<file path="config.mk">
export PLATFORM = sky130hd
export DESIGN_NAME = div_share_arbiter
export DESIGN_NICKNAME = d
export VERILOG_FILES = /design/src/rtl/div_share_arbiter.sv
export SDC_FILE = /design/constraint.sdc
export NUM_CORES = 1
export LEC_CHECK = 0
export ABC_AREA = 1
export ABC_CLOCK_PERIOD_IN_PS = 1700
export BUFFER_PORTS_ARGS = -buffer_cell sky130_fd_sc_hd__buf_2
export CORE_ASPECT_RATIO = 1.1
export CORE_MARGIN = 5
export CORE_UTILIZATION = 36
export CTS_CLUSTER_SIZE = 16
export DETAILED_ROUTE_END_ITERATION = 7
export PLACE_DENSITY = 0.6
export SLEW_MARGIN = 20
export SYNTH_ARGS = -nofsm -noshare
export SYNTH_HDL_FRONTEND = slang
export SYNTH_SLANG_ARGS = --single-unit
</file>
<file path="constraint.sdc">
create_clock -name clk -period 1.7 [get_ports clk]
set_clock_uncertainty 0.05 [all_clocks]
set_input_delay 0.255 -clock clk [delete_from_list [all_inputs] [get_ports clk]]
set_output_delay 0.255 -clock clk [all_outputs]
set_load 0.01 [all_outputs]
</file>
<file path="src/rtl/div_share_arbiter.sv">
// Round-robin front end that shares one sequential signed divider between two requesters.
// The winner's operands are held on the divider port and the result is returned tagged to it.
module div_share_arbiter #(
    parameter int unsigned N       = 5,
    parameter int unsigned TIMEOUT = 64
) (
    input  logic         clk,
    input  logic         rst,
    input  logic [1:0]   req,
    input  logic [N-1:0] a0,
    input  logic [N-1:0] b0,
    input  logic [N-1:0] a1,
    input  logic [N-1:0] b1,
    output logic [1:0]   ack,
    output logic [1:0]   done,
    output logic [N-1:0] q,
    output logic [N-1:0] r,
    output logic         err,
    output logic         timeout,
    output logic         busy,
    output logic [N-1:0] div_a,
    output logic [N-1:0] div_b,
    output logic         div_start,
    input  logic         div_busy,
    input  logic         div_valid,
    input  logic         div_error,
    input  logic [N-1:0] div_q,
    input  logic [N-1:0] div_r
);

    localparam int unsigned WdW = $clog2(TIMEOUT);
    localparam logic [WdW-1:0] WdLast = WdW'(TIMEOUT - 1);

    typedef enum logic [1:0] {
        StIdle,
        StIssue,
        StWait
    } state_e;

    state_e         state_q;
    logic [1:0]     ack_q;
    logic [1:0]     done_q;
    logic [N-1:0]   q_q;
    logic [N-1:0]   r_q;
    logic           err_q;
    logic           timeout_q;
    logic           busy_q;
    logic [N-1:0]   div_a_q;
    logic [N-1:0]   div_b_q;
    logic           div_start_q;
    logic           ptr_q;
    logic           win_q;
    logic [WdW-1:0] wd_q;

    // Pointer names the favoured requester when both are asking.
    logic win;
    assign win = (req == 2'b11) ? ptr_q : req[1];

    always_ff @(posedge clk) begin
        if (rst) begin
            state_q     <= StIdle;
            ack_q       <= '0;
            done_q      <= '0;
            q_q         <= '0;
            r_q         <= '0;
            err_q       <= 1'b0;
            timeout_q   <= 1'b0;
            busy_q      <= 1'b0;
            div_a_q     <= '0;
            div_b_q     <= '0;
            div_start_q <= 1'b0;
            ptr_q       <= 1'b0;
            win_q       <= 1'b0;
            wd_q        <= '0;
        end else begin
            ack_q     <= '0;
            done_q    <= '0;
            err_q     <= 1'b0;
            timeout_q <= 1'b0;
            unique case (state_q)
                StIdle: begin
                    if ((req != 2'b00) && !div_busy) begin
                        win_q   <= win;
                        div_a_q <= win ? a1 : a0;
                        div_b_q <= win ? b1 : b0;
                        ack_q   <= win ? 2'b10 : 2'b01;
                        ptr_q   <= ~win;
                        busy_q  <= 1'b1;
                        state_q <= StIssue;
                    end
                end
                StIssue: begin
                    div_start_q <= 1'b1;
                    wd_q        <= '0;
                    state_q     <= StWait;
                end
                StWait: begin
                    // Divider handshakes are not trusted while the start pulse is still out.
                    if (div_start_q) begin
                        div_start_q <= 1'b0;
                    end else if (div_error) begin
                        q_q     <= '0;
                        r_q     <= '0;
                        err_q   <= 1'b1;
                        done_q  <= win_q ? 2'b10 : 2'b01;
                        busy_q  <= 1'b0;
                        state_q <= StIdle;
                    end else if (div_valid) begin
                        q_q     <= div_q;
                        r_q     <= div_r;
                        done_q  <= win_q ? 2'b10 : 2'b01;
                        busy_q  <= 1'b0;
                        state_q <= StIdle;
                    end else if (wd_q == WdLast) begin
                        q_q       <= '0;
                        r_q       <= '0;
                        err_q     <= 1'b1;
                        timeout_q <= 1'b1;
                        done_q    <= win_q ? 2'b10 : 2'b01;
                        busy_q    <= 1'b0;
                        state_q   <= StIdle;
                    end else begin
                        wd_q <= wd_q + WdW'(1);
                    end
                end
                default: state_q <= StIdle;
            endcase
        end
    end

    assign ack       = ack_q;
    assign done      = done_q;
    assign q         = q_q;
    assign r         = r_q;
    assign err       = err_q;
    assign timeout   = timeout_q;
    assign busy      = busy_q;
    assign div_a     = div_a_q;
    assign div_b     = div_b_q;
    assign div_start = div_start_q;

endmodule
</file>
After elaboration in Yosys (flattened, before gate mapping)
Cells that the tools add are included.

storage, ports and cells
  flip-flop bits (word level) = 38
  input bits = 37

cells by class
  $add $sub $neg = 1
  equal/unequal tests = 10
  multiplexer cells = 34
  bitwise gates (word level) = 5
  reductions and logical operators = 15

operators by type and width
  operator             count
  $mux 5               7
  $mux 6               4
  $mux 2               10
  $pmux 6 s2           1
  $ne 2x2->1 const B   5
  $mux 1               9
  $add 6x1->6 const B  1
  $eq 6x6->1 const B   1
  $pmux 2 s3           1
  $reduce_and 3->1     2
  $reduce_bool 2->1    3
  $reduce_or 3->1      2
  $not 1->1            5
  $reduce_and 5->1     1
  $eq 2x2->1 const B   2
  $ne 4x4->1 const B   1
  $pmux 1 s2           2
  $reduce_and 4->1     1
  $reduce_or 4->1      1
  $reduce_bool 3->1    1
  $eq 2x1->1 const B   1
  $logic_not 2->1      1
  $reduce_and 2->1     1
  $logic_and 1x1->1    1
  $logic_not 1->1      1

Logic depth before layout (Yosys ltp)
  depth after elaboration = 6
  depth in mapped cells = 10
  mapped depth without buffers = 9

Worst setup path before layout
OpenSTA, ideal clock, no wires.

  kind = register to register
  from = reg state_q[0]
  to = reg q_q[2], in the netlist q[2]
  library setup time = 0.126 ns
  data arrival time = 1.368 ns
  data required time = 1.524 ns
  slack = 0.155 ns
  cell stages (with the launch flop) = 11
  path buffers = 1
  clock period less this slack = 1.545 ns
  path through = dfxtp_1 inv_1 ha_1 inv_2 nor2_8 inv_4 nor2_8 buf_12 nand2_2 o21ai_2 nor2_2

between the ends
  word-level cells in the longest chain between the ends = 2

RTL lines
  what                               RTL line  RTL
  from (decl)                        40        state_e state_q;
  from (signal assigned)             61        state_q <= StIdle;
  from (signal assigned)             89        state_q <= StIssue;
  from (signal assigned)             95        state_q <= StWait;
  $eq 2x2->1                         80        unique case (state_q)
  $reduce_and 3->1 (no source line)  n/a
  to (signal assigned)               109       q_q <= div_q;
  to (decl)                          43        logic [N-1:0] q_q;

Every way passes these cells.
A chain may end at the register's enable or synchronous reset.

Final worst setup path
  from = reg state_q[0]
  to = reg q_q[3], in the netlist q[3]

Same word-level chain as after synthesis.

==> impl_metrics.sql <==
INSERT INTO impl_metrics (metric_group, metric, value, unit) VALUES
('final_layout', 'final_layout_size_suffix_gt1_share', '34.3', '%'),
('worst_setup_path', 'critical_path_s_top_delay_family', 'buffers and inverters', ''),
('route', 'wire_per_inst', '11.6', 'µm'),
('logic_synthesis', 'post-synth-top-area-cell', 'sky130_fd_sc_hd__dfxtp_1', ''),
('floorplan', 'starting_density_of_the_core', '36.9', '%'),
('power_and_ir_drop', 'p_leak', '1.14', 'nW'),
('worst_setup_path', 'critical_path.max_fanout', '7', ''),
('global_routing', 'grt_max_degree', '24', ''),
('logic_synthesis', 'synthCells', '251', ''),
('global_routing', 'grt_util_all_layers', '13.8', '%'),
('clock_network', 'htree_levels', '2', ''),
('floorplan', 'core.rowCount', '27', ''),
('final_layout', 'finalInstanceArea', '2380', 'µm²'),
('clock_network', 'numCtsBuffers', '5', ''),
('route', 'met1_length', '1970', 'µm'),
('worst_setup_path', 'worstPathBufferInverterCount', '4', ''),
('route', 'antenna_left', '0', ''),
('timing', 'endpoints_failing_hold', '0', ''),
('worst_setup_path', 'worstRegToRegCells', '9', ''),
('timing', 'timing.slew.headroom', '76.0', '%'),
('clock_network', 'clock_path_buffers', '2', ''),
('worst_setup_path', 'start_kind', 'register', ''),
('power_and_ir_drop', 'clock_power_share', '21.9', '%'),
('power_and_ir_drop', 'ir_worst_vdd', '501', 'µV'),
('timing', 'timing_max_transition_violations_final', '0', ''),
('final_layout', 'nNetsFinal', '369', ''),
('place', 'place_hpwl', '3180', 'µm'),
('power_and_ir_drop', 'comb_power_share', '39.4', '%'),
('logic_synthesis', 'yosys_register_bits', '38', ''),
('worst_setup_path', 'worst-setup-path-type', 'reg2reg', ''),
('global_routing', 'global_route.overflow_total', '0', ''),
('final_layout', 'mostFrequentLayoutCell', 'sky130_fd_sc_hd__nand2_1', ''),
('worst_setup_path', 'timing.critical_path.slowest_stage_cell', 'sky130_fd_sc_hd__dfxtp_1', ''),
('route', 'via_count', '1790', ''),
('floorplan', 'core', '4970', 'µm²'),
('clock_network', 'hold_buffers', '0', ''),
('power_and_ir_drop', 'switching_part_of_the_total', '37.5', '%'),
('clock_network', 'worstSkewPairLatency', '0.29', 'ns'),
('final_layout', 'diodes', '0', ''),
('clock_network', 'ctsRootBufferMaster', 'sky130_fd_sc_hd__clkbuf_8', ''),
('place', 'port-buffer-count', '64', ''),
('timing', 'fin_tns_setup', '0', 'ns'),
('place', 'numPlacedInstances', '370', ''),
('route', 'routed_via_density', '4.65', ''),
('place', 'post_dp_cell_area', '2220', 'µm²'),
('run', 'drv_cap', '0', ''),
('global_routing', 'grt_pass1_wl', '7490', 'µm'),
('final_layout', 'layout.cells.most_common_list', '84 x sky130_fd_sc_hd__nand2_1, 64 x sky130_fd_sc_hd__buf_2, 36 x sky130_fd_sc_hd__dfxtp_1, 23 x sky130_fd_sc_hd__a21oi_1, 20 x sky130_fd_sc_hd__nor2_1', ''),
('clock_network', 'numClockSinks', '38', ''),
('timing', 'final_period_minus_worst_setup_slack', '1.57', 'ns'),
('logic_synthesis', 'synth-async-reset-ratio', '0', '%'),
('logic_synthesis', 'post_synth_main_area_contributors', 'sky130_fd_sc_hd__dfxtp_1 42%, sky130_fd_sc_hd__nand2_1 17%, sky130_fd_sc_hd__a21oi_1 6.3%', ''),
('timing', 'measured_slew_at_the_worst_slew_check_pin', '0.359', 'ns'),
('logic_synthesis', 'synth_enable_flop_cells', '0', ''),
('logic_synthesis', 'yosysTopAreaCellShare', '41.6', '%'),
('route', 'met2WireLength', '2050', 'µm'),
('timing', 'post-route-period-util', '92.1', '%'),
('clock_network', 'clk_pin_slew', '0.07', 'ns'),
('logic_synthesis', 'yosysUniqueCellTypes', '25', ''),
('power_and_ir_drop', 'switchingPower', '1.12', 'mW'),
('final_layout', 'stdcell_count', '385', ''),
('clock_network', 'tritoncts', 'built', ''),
('global_routing', 'via_count_of_the_first_global_routing_pass', '1738', ''),
('power_and_ir_drop', 'internal_power', '1.87', 'mW'),
('floorplan', 'dieWidth', '78.0', 'µm'),
('timing', 'setup_viol', '0', ''),
('worst_setup_path', 'worst-endpoint-required', '1.89', 'ns'),
('timing', 'grt_setup_unrepaired', 'false', ''),
('outcome', 'outcome', 'complete, no violations', ''),
('logic_synthesis', 'syn-mean-instance-area', '7.29', 'µm²'),
('final_layout', 'flow.area_growth_from_synthesis', '29.8', '%');
-- logic make-up after synthesis --
kind of cell / synth area share [%]
and+or+nand+nor: 35.0
adders and majority gates: 4.10
DFF: 41.6
AOI/OAI and AO/OA: 12.7
buffers and inverters: 6.63
-- final timing paths --
path | startpoint | endpoint | slack [ns]
setup reg to reg | state_q[0] | q[3] | 0.13
setup / recovery | state_q[0] | q[3] | 0.13
hold reg to reg | win_q | done[0] | 0.36
hold / removal | div_r[1] | r[1] | 0.18
-- what timing repair did --
| action | 4_1_cts | 5_1_grt |
|---|---|---|
| setup buffers | 0 | 6 |
| setup endpoints to repair | 0 | 12 |
| gates resized for setup | 0 | 4 |
-- tightest hold or removal path, cell delays in order --
cell and delay (ns):
sky130_fd_sc_hd__buf_2 0.09, sky130_fd_sc_hd__nand2_1 0.05, sky130_fd_sc_hd__o21ai_0 0.07
-- power groups by stage --
stage / Sequential (mW) / Clock (mW) / Combinational [mW]
6_report: 1.16 / 0.655 / 1.18
4_1_cts: 1.16 / 0.673 / 1.12
5_1_grt: 1.18 / 0.712 / 1.33
3_5_place_dp: 1.18 / 0 / 1.11
3_3_place_gp: 1.17 / 0 / 1.11
2_1_floorplan: 1.22 / 0 / 0.744
-- cell usage after synthesis (4+ instances only) --
| master | n |
|---|---|
| sky130_fd_sc_hd__a21oi_1 | 23 |
| sky130_fd_sc_hd__nand3_1 | 19 |
| sky130_fd_sc_hd__nor2_2 | 4 |
| sky130_fd_sc_hd__inv_1 | 14 |
| sky130_fd_sc_hd__ha_1 | 6 |
| sky130_fd_sc_hd__nor2_1 | 21 |
| sky130_fd_sc_hd__clkbuf_1 | 5 |
| sky130_fd_sc_hd__buf_2 | 4 |
| sky130_fd_sc_hd__dfxtp_1 | 38 |
| sky130_fd_sc_hd__nand2_1 | 84 |
| sky130_fd_sc_hd__o21ai_0 | 5 |
| sky130_fd_sc_hd__o21ai_2 | 8 |
-- cell type report --
| type | instances | area, µm² | area share (%) |
|---|---|---|---|
| clock buffer | 6 | 82.6 | 3.48 |
| clock inverter | 2 | 12.5 | 0.527 |
| tap | 58 | 72.6 | 3.05 |
| timing repair buffer | 77 | 418 | 17.6 |
| multi-input combinational | 188 | 965 | 40.6 |
| inverter | 16 | 62.6 | 2.63 |
| sequential | 38 | 763 | 32.1 |
-- state kept, by name (all words and copies together), names as in the netlist --
signal	count
done	2
r	5
err	1
win_q	1
state_q	2
div_b	5
timeout	1
q	5
ptr_q	1
div_start	1
div_a	5
wd_q	6
ack	2
busy	1
-- routing by layer --
metal / up-vias / global-route usage, %
met3: 7 / 5.36
li1: 953 / -
met1: 780 / 15.7
met5: - / 0
met2: 50 / 23.2
met4: 0 / 5.07
-- metrics by stage --
stage	hold slack (ns)	setup WS (ns)	utilization, %
finish	0.179	0.135	47.8
detailed placement	0.358	0.0644	44.6
global route	0.179	0.00367	47.8
floorplan	0.274	0.155	-
global placement	0.349	0.136	44.6
CTS	0.170	0.0494	46.6
Power figures use the tool's default switching activity.
